### config.mk
export PLATFORM = sky130hd
export DESIGN_NAME = pipe_hazard_ctrl
export DESIGN_NICKNAME = d
export VERILOG_FILES = /design/src/rtl/pipe_hazard_ctrl.sv
export SDC_FILE = /design/constraint.sdc
export NUM_CORES = 1
export LEC_CHECK = 0
export ABC_AREA = 1
export CORE_ASPECT_RATIO = 1.4
export CORE_MARGIN = 4
export CORE_UTILIZATION = 50
export DETAILED_ROUTE_END_ITERATION = 10
export MAX_ROUTING_LAYER = met4
export PLACE_DENSITY_LB_ADDON = 0.15
export SYNTH_ARGS = -nofsm -noshare
export SYNTH_HDL_FRONTEND = slang
export SYNTH_SLANG_ARGS = --single-unit
### constraint.sdc
create_clock -name clk -period 2.12 [get_ports clk]
set_input_delay 0.424 -clock clk [delete_from_list [all_inputs] [get_ports clk]]
set_output_delay 0.424 -clock clk [all_outputs]
set_load 0.01 [all_outputs]
### src/rtl/pipe_hazard_ctrl.sv
// Hazard and sequencing controller for the 4-stage pipeline: tracks EX/MEM destinations,
// resolves RAW stalls, branch flushes and memory freezes, and counts stalls and flushes.
module pipe_hazard_ctrl #(
  parameter int SIZE      = 32,
  parameter int CNT_W     = 16,
  parameter int WB_BYPASS = 0,
  localparam int REG_W    = $clog2(SIZE)
) (
  input  logic             clk,
  input  logic             rst,
  input  logic             id_valid,
  input  logic [REG_W-1:0] id_rs,
  input  logic [REG_W-1:0] id_rt,
  input  logic             id_uses_rs,
  input  logic             id_uses_rt,
  input  logic             id_writes,
  input  logic [REG_W-1:0] id_dst,
  input  logic             ex_branch_taken,
  input  logic             mem_busy,
  output logic             pc_en,
  output logic             ifid_en,
  output logic             ifid_flush,
  output logic             idex_en,
  output logic             idex_bubble,
  output logic             exmem_en,
  output logic             stall,
  output logic [CNT_W-1:0] stall_count,
  output logic [CNT_W-1:0] flush_count
);

  typedef enum logic [2:0] {
    MODE_RESET,
    MODE_FREEZE,
    MODE_FLUSH,
    MODE_STALL,
    MODE_NORMAL
  } mode_t;

  localparam logic MEM_HAZARD = (WB_BYPASS == 0);

  logic             ex_v;
  logic [REG_W-1:0] ex_d;
  logic             mem_v;
  logic [REG_W-1:0] mem_d;

  logic  hit_rs;
  logic  hit_rt;
  logic  raw;
  mode_t mode;

  // With a write-first register file the MEM/WB producer is already visible to ID.
  assign hit_rs = (ex_v && ex_d == id_rs) || (MEM_HAZARD && mem_v && mem_d == id_rs);
  assign hit_rt = (ex_v && ex_d == id_rt) || (MEM_HAZARD && mem_v && mem_d == id_rt);

  assign raw = id_valid &&
               ((id_uses_rs && id_rs != '0 && hit_rs) ||
                (id_uses_rt && id_rt != '0 && hit_rt));

  always_comb begin
    if (rst)
      mode = MODE_RESET;
    else if (mem_busy)
      mode = MODE_FREEZE;
    else if (ex_branch_taken)
      mode = MODE_FLUSH;
    else if (raw)
      mode = MODE_STALL;
    else
      mode = MODE_NORMAL;
  end

  always_comb begin
    pc_en       = 1'b1;
    ifid_en     = 1'b1;
    ifid_flush  = 1'b0;
    idex_en     = 1'b1;
    idex_bubble = 1'b0;
    exmem_en    = 1'b1;
    stall       = 1'b0;
    case (mode)
      MODE_RESET: begin
        pc_en       = 1'b0;
        ifid_en     = 1'b0;
        ifid_flush  = 1'b1;
        idex_en     = 1'b0;
        idex_bubble = 1'b1;
        exmem_en    = 1'b0;
      end
      MODE_FREEZE: begin
        pc_en    = 1'b0;
        ifid_en  = 1'b0;
        idex_en  = 1'b0;
        exmem_en = 1'b0;
        stall    = 1'b1;
      end
      MODE_FLUSH: begin
        ifid_flush  = 1'b1;
        idex_bubble = 1'b1;
      end
      MODE_STALL: begin
        pc_en       = 1'b0;
        ifid_en     = 1'b0;
        idex_bubble = 1'b1;
        stall       = 1'b1;
      end
      MODE_NORMAL: begin
      end
      default: begin
      end
    endcase
  end

  // A bubble or flushed slot entering EX never carries a destination, so ex_v drops.
  always_ff @(posedge clk) begin
    if (rst) begin
      ex_v        <= 1'b0;
      ex_d        <= '0;
      mem_v       <= 1'b0;
      mem_d       <= '0;
      stall_count <= '0;
      flush_count <= '0;
    end else begin
      case (mode)
        MODE_FLUSH: begin
          mem_v <= ex_v;
          mem_d <= ex_d;
          ex_v  <= 1'b0;
          if (flush_count != '1)
            flush_count <= flush_count + 1'b1;
        end
        MODE_STALL: begin
          mem_v <= ex_v;
          mem_d <= ex_d;
          ex_v  <= 1'b0;
          if (stall_count != '1)
            stall_count <= stall_count + 1'b1;
        end
        MODE_NORMAL: begin
          mem_v <= ex_v;
          mem_d <= ex_d;
          ex_v  <= id_valid && id_writes && id_dst != '0;
          ex_d  <= id_dst;
        end
        default: begin
        end
      endcase
    end
  end

endmodule

# --- Word level (Yosys, flattened, before mapping) ---
# Index checks and enable logic that the tools add are counted.
word_totals:
  reg_bits: 44
  inputBits: 23
  elab_cells: 56
  out_inout_bits: 39
classes:
  mux: 10
  n_eq_ne: 10
  n_reduce_logical: 28
  addsub: 2
op_table:
  columns: ["op", "count"]
  rows:
  - ["16-bit by 1-bit adder with 16-bit output (second input constant)", 2]
  - ["16-bit inequality test (second input constant)", 2]
  - ["5-bit equality test", 4]
  - ["5-bit nonzero test", 3]
  - ["3-bit two-way mux", 4]
  - ["1-bit logical AND", 11]
  - ["3-bit OR reduction", 3]
  - ["2-bit OR reduction", 4]
  - ["3-bit by 2-bit equality test with 1-bit output (second input constant)", 2]
  - ["1-bit two-way mux", 5]
  - ["2-bit AND reduction", 2]
  - ["3-bit by 1-bit equality test with 1-bit output (second input constant)", 1]
  - ["3-bit equality test (second input constant)", 1]
  - ["3-bit logical NOT", 1]
  - ["1-bit logical OR", 3]
  - ["1-bit case mux with 2 select lines", 1]
  - ["2-bit nonzero test", 1]

# --- Depth between registers and ports, before layout ---
# Gate-level depths: netlist of run 1.
depth:
  depth_word: 13
  depth_mapped: 14
  depth_no_buf: 14

# --- Worst setup path before layout of run 1 ---
# No wires, ideal clock.
synth_timing:
  path_kind: "input port to output port"
  start: "input id_rt[0]"
  end: "output idex_bubble"
  path_buffers: 0
  required_ns: 1.696
  t_arrival_ns: 1.368
  path_stages: 11
  slack_ns: 0.328
  cell_sequence: "inv_1 nor2_1 nor2_1 nand3_1 nand2_1 nand2_1 nand2_2 nand2_1 nand2_1 inv_1 o21ai_0"
synth_via:
  elab_chain_cells: 13
  elab_cells_between_ends: 19
  cone_classes: "4 x eq/ne; 5 x mux; 10 x reduce/logical"
synth_lines:
  columns: ["item", "line_no", "source"]
  rows:
  - ["start: declaration", "13", "input logic [REG_W-1:0] id_rt,"]
  - ["5-bit equality test", "53", "assign hit_rt = (ex_v && ex_d == id_rt) || (MEM_HAZARD && mem_v && mem_d == id_rt);"]
  - ["1-bit logical AND", "53", null]
  - ["1-bit logical OR", "53", null]
  - ["1-bit logical AND *", "57", "(id_uses_rt && id_rt != '0 && hit_rt));"]
  - ["1-bit logical OR *", "56", "((id_uses_rs && id_rs != '0 && hit_rs) ||"]
  - ["1-bit logical AND *", "55", "assign raw = id_valid &&"]
  - ["3-bit two-way mux *", "66", "else if (raw)"]
  - ["3-bit two-way mux *", "64", "else if (ex_branch_taken)"]
  - ["3-bit two-way mux *", "62", "else if (mem_busy)"]
  - ["3-bit two-way mux *", "60", "if (rst)"]
  - ["3-bit by 2-bit equality test with 1-bit output or 3-bit logical NOT (tied branches)", "80", "case (mode)"]
  - ["3-bit OR reduction (no source line) *", null, null]
  - ["1-bit two-way mux *", "80", null]
  - ["end: declaration", "24", "output logic idex_bubble,"]
# Mark *: on every way between the ends. The rest lies on a longest branch, timed or not.

# --- Final worst setup path of run 1 ---
layout_timing:
  start: "register mem_d[3]"
  end: "output idex_bubble"
layout_via:
  elab_chain_cells: 13
  elab_cells_between_ends: 19
  cone_classes: "4 x eq/ne; 5 x mux; 10 x reduce/logical"
layout_lines:
  columns: ["item", "line_no", "source"]
  rows:
  - ["start: declaration", "44", "logic [REG_W-1:0] mem_d;"]
  - ["start signal: assignment", "119", "mem_d <= '0;"]
  - ["start signal: assignment", "126", "mem_d <= ex_d;"]
  - ["start signal: assignment", "133", "mem_d <= ex_d;"]
  - ["5-bit equality test, on equally long branches", "52, 53", null]
  - ["1-bit logical AND, on equally long branches", "52, 53", null]
  - ["1-bit logical OR, on equally long branches", "52, 53", null]
  - ["1-bit logical AND, on equally long branches", "56, 57", null]
  - ["1-bit logical OR *", "56", null]
  - ["1-bit logical AND *", "55", null]
  - ["3-bit two-way mux *", "66", null]
  - ["3-bit two-way mux *", "64", null]
  - ["3-bit two-way mux *", "62", null]
  - ["3-bit two-way mux *", "60", null]
  - ["3-bit by 2-bit equality test with 1-bit output or 3-bit logical NOT (tied branches)", "80", null]
  - ["3-bit OR reduction (no source line) *", null, null]
  - ["1-bit two-way mux *", "80", null]
# Marks and branches as above.

==> results of run 1 <==
-- final cells by class --
| type | count | share of cell area |
|---|---|---|
| clock buffer | 5 | 0.0185 |
| sequential | 44 | 0.241 |
| clock inverter | 3 | 0.0125 |
| tap | 66 | 0.0222 |
| multi-input combinational | 302 | 0.408 |
| inverter | 64 | 0.0647 |
| timing repair buffer | 97 | 0.233 |
-- how the worst max path moves through the flow --
stage	startpoint	to	slack (ns)	cells past startpoint
floorplan	id_rt[0]	idex_bubble	0.33	11
global placement	id_rt[4]	idex_bubble	-0.69	14
detailed placement	id_rs[4]	idex_bubble	-0.72	14
CTS	mem_d[3]	idex_bubble	-0.02	13
global route	id_rt[2]	idex_bubble	-0.23	14
finish	mem_d[3]	idex_bubble	-0.03	13
-- power breakdown --
part | switching (mW) | internal, mW | total [mW] | leakage [nW]
clock | 0.319 | 0.355 | 0.674 | 0.0548
sequential | 0.0153 | 0.840 | 0.855 | 0.360
combinational | 0.114 | 0.110 | 0.224 | 1.13
-- cell families (layout without fill, tap and decap cells) --
family,after synthesis,after routing,synth area share
buffers and inverters,76,169,0.114
AO/OA/AOI/OAI,70,70,0.133
flip-flops,44,44,0.328
XOR/XNOR,16,16,0.0521
adder cells (fa/ha/maj),2,2,0.00931
AND/OR/NAND/NOR,214,214,0.364
-- worst max-delay path, delay by kind of cell, from the launching register on --
family / cells / cell delay (ns)
buf+inv: 3 / 0.30
flops: 1 / 0.37
simple gates: 9 / 0.64
compound gates: 1 / 0.11
-- Yosys cell counts, types with 6 or more instances --
cell / number / area [um2]
xor2_1: 10 / 87.6
xnor2_1: 6 / 52.6
nand3_1: 32 / 160
a21oi_1: 31 / 155
nor2_1: 46 / 173
inv_1: 56 / 210
dfxtp_1: 44 / 881
nand4_1: 8 / 50.1
o21ai_0: 34 / 170
nor3_1: 9 / 45.0
inv_2: 7 / 26.3
nand2_1: 100 / 375
-- through the flow --
stage               setup WS [ns]  instance area (um2)  std cells  hold WS (ns)  power [mW]
global placement           -0.687                 3560        570         0.479        1.09
global route               -0.232                 3710        581         0.536        1.83
CTS                       -0.0210                 3670        580         0.502        1.76
detailed placement         -0.715                 3560        570         0.487        1.10
finish                    -0.0275                 3710        581         0.502        1.75
floorplan                   0.328                 2690        422         0.454       0.970
-- repair_timing --
action | 4_1_cts | 5_1_grt
cloned | 0 | 0
endpoints found under the setup margin | 7 | 4
gates resized for setup | 45 | 23
pin swaps | 10 | 12
buffers inserted | 2 | 1
hold buffers | 0 | 0
-- routing by layer --
metal | track usage | wire length, um | vias to the layer above
met1 | 0.248 | 2930 | 1322
met2 | 0.392 | 3700 | 92
li1 | - | - | 1526
met3 | 0.0383 | 336 | 17
met4 | 0.104 | 170 | 0
met5 | - | 0 | -
-- flip-flops by register name, indices dropped and copies added (netlist names) --
| name | flops |
|---|---|
| mem_v | 1 |
| mem_d | 5 |
| ex_d | 5 |
| ex_v | 1 |
| stall_count | 16 |
| flush_count | 16 |
-- cell usage in the layout, fill, tap and decap left out, types with 2 or more instances in the layout --
cell             synthesis  layout
a21oi_1                 31      31
inv_1                   56      46
buf_6                    1       4
xnor2_1                  6       6
dfxtp_1                 44      34
nand3_1                 32      32
buf_2                    1       2
nand2_1                100      95
clkbuf_8                 0       5
nand2_2                  3       8
dfxtp_2                  0       9
ha_1                     2       2
nor2_2                   4       5
clkdlybuf4s15_1          0       2
nor3b_1                  2       2
xor2_1                  10      10
nor2_4                   3       3
o21ai_0                 34      30
nor4_1                   2       2
inv_2                    7      17
o21ai_1                  3       7
nor2_1                  46      45
nor3_1                   9       9
clkdlybuf4s50_1          0      44
buf_4                    3      34
dlygate4sd2_1            0      10
nand4_1                  8       8
==> key figures, run 1 <==
Floorplanning
  • Area of the die: roughly 6600 um2
  • Starting Density: 0.517
  • Core Footprint: 5200 um2
  • # IOs: 62
  • Die height: 94.8 um
  • FP Rows: 31
  • Die Wd: ~70 um

Critical path
  • CP Launch Type: flip-flop
  • Setup CP Type: reg -> out
  • CP Capture Type: output pin
  • Crit path max-delay cell type: dfxtp_4
  • Arrival @ worst endpoint: 1.72 ns
  • R2R depth: 14
  • Cell mode on critical path: nand2_1
  • CP Cell Sequence: buf_6 > nand2_2 > nand2_1 > nor2_1 > nand3_1 > nand2_1 > nand2_1 > nand2_2 > nand2_1 > nand2_1 > inv_1 > o21ai_1 > buf_2
  • Slowest stage delay, CP: 0.37 ns
  • RR Startpoint: mem_d[3]
  • Worst Path Max Fanout: 3
  • Worst reg2reg setup slack: 0.22 ns
  • Worst EP required: between 1.5 and 2 ns
  • Worst flop-to-flop path endpoint: stall_count[11]

Synth
  • #FFs+latches synth: 44
  • Mapped Area: 2690 um2
  • Sequential area share after synthesis: 0.328
  • Cell count after synthesis: 422
  • Distinct cells, synth: 33
  • Post-synth top flop: dfxtp_1
  • Post-synth EDFFs: 0
  • Post-synthesis area per instance: between 6 and 7 um2
  • Ys async rst share: 0
  • Syn nets: 447
  • Yosys warning total: 0

Detailed routing
  • Starting DRC count in detailed routing: 191
  • Via/cell ratio: between 5 and 6
  • TritonRoute pass-1 iters: 4
  • Via count: 2957
  • Total Wirelength: 7130 um
  • Number of routed nets with antenna violations: 0
  • # DRC: 0
  • Wire per inst: around 12 um

Timing
  • Worst clock skew: 0.00646 ns
  • Final WS setup: -0.0275 ns
  • TNS Setup: -0.0343 ns
  • Finish-stage setup viols: 2
  • RSZ-0062 raised after global routing: yes
  • Normalized max-slew margin: 0.760
  • Count of final max-slew check failures: 0
  • Fmax: 466 MHz
  • Period minus WS final: 2.15 ns
  • Final Hold Viols: 0
  • Tcrit/Tclk final: 1.01
  • Worst-margin pin slew: approximately 0.36 ns

Final layout
  • Register area: 896 um2
  • Fill count: around 470
  • Final Util: 0.714
  • Fraction of layout cells with a size suffix above 1: 0.186
  • Multi-input logic area: ~1500 um2
  • Ant diodes: 0
  • Layout Nets: 539
  • Area growth, synth to finish: 38.1%

CTS
  • Buffers from clock root to sink, at most: 2
  • Reg clk slew, reported paths: 0.09 ns
  • Clk sinks: 44
  • Max H-tree Level: 2
  • Inserted Clock Buffers: 5
  • Clk Latency, worst-skew pair: roughly 0.3 ns
  • CTS tree: yes
  • Root buffer cell: clkbuf_8

Global route
  • Vias in the first global route: 2849
  • Initial antenna violation count: 0
  • Overall global routing resource usage: 0.224
  • Largest net degree at the start of global routing: 17
  • First-pass GRT wire length: 11900 um
  • Gr ovfl total: 0

Worst hold path
  • Worst hold path class: reg -> reg
  • Hold depth: 2
  • Hold endpoint: stall_count[15]
  • Hold wc startpoint: stall_count[15]

Placed design
  • Hpwl dp: between 5000 and 6000 um
  • PortBufs: 61
  • Final weighted congestion in routability-driven placement: just over 0.9

Run status
  • Failing checks: setup timing
  • Outcome: finished with violations

Job
  • Max-cap violations: 0

Power and ir drop
  • Pwr per Cell Area: approximately 470 nW/um2
  • Leakage: 1.55 nW
  • Max VDD drop: 430 uV
(Power assumes the default switching activity.)
==> inputs of run 2 (changes only) <==
--- a/config.mk
+++ b/config.mk
@@ -7,11 +7,10 @@
 export LEC_CHECK = 0
 export ABC_AREA = 1
 export CORE_ASPECT_RATIO = 1.4
-export CORE_MARGIN = 4
 export CORE_UTILIZATION = 50
 export DETAILED_ROUTE_END_ITERATION = 10
 export MAX_ROUTING_LAYER = met4
-export PLACE_DENSITY_LB_ADDON = 0.15
+export PLACE_DENSITY = 0.8
 export SYNTH_ARGS = -nofsm -noshare
 export SYNTH_HDL_FRONTEND = slang
 export SYNTH_SLANG_ARGS = --single-unit
==> key figures, run 2 (synthesized netlist as in run 1, its figures left out) <==
Critical path
  • RR Startpoint: mem_d[2]
  • CP Capture Type: output pin
  • CP top delay family: simple AND/OR/NAND/NOR gates
  • Setup CP Type: in -> out
  • CP Launch Type: primary input
  • R2R depth: 14
  • Worst Path Max Fanout: 4
  • CP Cell Sequence: dlygate4sd2_1 > inv_1 > nand2_1 > nand2_1 > nor2_1 > nand3_1 > nand2_1 > nand2_1 > nand2_2 > nand2_2 > nand2_2 > inv_2 > o21ai_2 > buf_2
  • Worst reg2reg setup slack: 0.30 ns
  • Cell mode on critical path: nand2_1
  • WP buf/inv: 4
  • Slowest stage delay, CP: 0.27 ns
  • Arrival @ worst endpoint: 1.70 ns
  • Worst EP required: around 1.7 ns
  • Crit path max-delay cell type: dlygate4sd2_1
  • Worst flop-to-flop path endpoint: stall_count[2]

Detailed routing
  • Wire per inst: around 12 um
  • Number of routed nets with antenna violations: 0
  • Via count: 2933
  • Starting DRC count in detailed routing: 186
  • Via/cell ratio: 5.08
  • # DRC: 0
  • TritonRoute pass-1 iters: 4
  • Total Wirelength: 6850 um

CTS
  • CTS Hold Bufs: 0
  • Reg clk slew, reported paths: 0.09 ns
  • CTS tree: yes
  • Inserted Clock Buffers: 5
  • Root buffer cell: clkbuf_8
  • Buffers from clock root to sink, at most: 2
  • Max H-tree Level: 2
  • Clk Latency, worst-skew pair: 0.30 ns
  • Clk sinks: 44

Final layout
  • Final Util: 0.714
  • Register area: 900 um2
  • Area growth, synth to finish: 37.0%
  • Most frequent cells in the layout: nand2_1 (93), nor2_1 (45), clkdlybuf4s50_1 (43)
  • Multi-input logic area: 1530 um2
  • Layout Nets: 535
  • Fill count: 456
  • Largest regs: flush_count: 16 flops, stall_count: 16 flops
  • Ant diodes: 0
  • Most common cell after layout, fill and taps aside: nand2_1
  • Fraction of layout cells with a size suffix above 1: 0.196

Floorplanning
  • Area of the die: 5680 um2
  • Core Footprint: 5160 um2
  • # IOs: 62
  • Die Wd: 64.0 um
  • FP Rows: 31
  • Starting Density: 0.521
  • Die height: 88.8 um

Timing
  • Finish-stage setup viols: 1
  • Tcrit/Tclk final: 1.00
  • Worst clock skew: roughly 0.007 ns
  • Worst hold slack: 0.506 ns
  • Final WS setup: -0.00334 ns
  • Fmax: 471 MHz
  • Normalized max-slew margin: 0.742
  • Count of final max-slew check failures: 0
  • Period minus WS final: 2.12 ns
  • Worst-margin pin slew: 0.388 ns
  • RSZ-0062 raised after global routing: yes
  • Final Hold Viols: 0

Power and ir drop
  • Share of power burned in combinational logic: 0.136
  • Leakage: between 1.5 and 2 nW
  • Net switching fraction of the power: 0.265
  • Final Power: 1.65 mW
  • Switch Pwr: 0.436 mW
  • Pwr per Cell Area: 447 nW/um2
  • Internal cell power: 1.21 mW
  • Max VDD drop: 487 uV
  • Clock share of power: 0.346
  • Flop pwr share: 0.518

Global route
  • First-pass GRT wire length: 11800 um
  • Gr ovfl total: 0
  • Overall global routing resource usage: 0.273
  • Vias in the first global route: 2786
  • Largest net degree at the start of global routing: 21
  • Initial antenna violation count: 0

Worst hold path
  • Hold depth: 2
  • Worst hold path class: reg -> reg
  • Hold wc startpoint: flush_count[3]
  • Hold endpoint: flush_count[3]

Placed design
  • Hpwl dp: 5400 um
  • PortBufs: 61
  • DP Worst Slack: -0.762 ns
  • Final weighted congestion in routability-driven placement: 0.951

Run status
  • Outcome: finished with violations
  • Failing checks: setup timing

Job
  • Max-cap violations: 0
[run 2: changes by cell type in the layout (fill, tap and decap cells not counted), sizes merged]
cell	change
dlygate4sd2	-3
buf	-4
clkinvlp	+1
bufinv	-1
clkdlybuf4s50	-1
inv	-1
clkdlybuf4s15	+3
clkbuf	+2
[run 2: power by group through the flow]
stage	clock network (mW)	registers (mW)	logic, mW
floorplan	0	0.869	0.101
global placement	0	0.872	0.217
detailed placement	0	0.873	0.220
CTS	0.583	0.854	0.215
global route	0.627	0.856	0.250
finish	0.570	0.854	0.224
[run 2: layout make-up]
class,count,area share
clock buffers,6,0.0224
clock inverters,2,0.00407
inverters,64,0.0652
multi-input cells,302,0.416
flip-flops and latches,44,0.244
well taps,66,0.0224
repair buffers,93,0.226
[run 2: through the flow]
| step | setup TNS [ns] | cells | cell area [um2] |
|---|---|---|---|
| 4_1_cts | -0.0265 | 576 | 3650 |
| 6_report | -0.00334 | 577 | 3680 |
| 5_1_grt | -0.390 | 577 | 3680 |
| 3_3_place_gp | -7.95 | 567 | 3540 |
| 3_5_place_dp | -9.10 | 567 | 3540 |
| 2_1_floorplan | 0 | 422 | 2690 |
[run 2: worst register-to-register path: cells and delay by family, from the launching register on]
kind / cells / cell delay [ns]
compound gates: 1 / 0.15
buf+inv: 3 / 0.39
flops: 1 / 0.34
simple gates: 10 / 0.90
[run 2: how the worst max path moves through the flow]
stage	from	endpoint	slack, ns	depth (start not counted)
after floorplan	id_rt[0]	idex_bubble	0.33	11
after global placement	id_rs[2]	idex_bubble	-0.76	14
after detailed placement	id_rs[2]	idex_bubble	-0.76	14
after CTS	id_rs[4]	idex_bubble	-0.03	14
after global routing	mem_d[2]	idex_bubble	-0.12	13
final	id_rt[4]	idex_bubble	-0.003	14
[run 2: timing repair]
item,CTS,global route
pin swaps,7,16
setup buffers,1,1
gates resized for setup,60,25
cloned,0,0
endpoints found under the setup margin,7,4
[run 2: routing by layer]
layer,routed length (um),vias to the layer above,track usage
met3,258,12,0.0515
met1,2770,1321,0.276
li1,-,1524,-
met2,3690,76,0.502
met4,131,0,0.132
met5,0,-,-
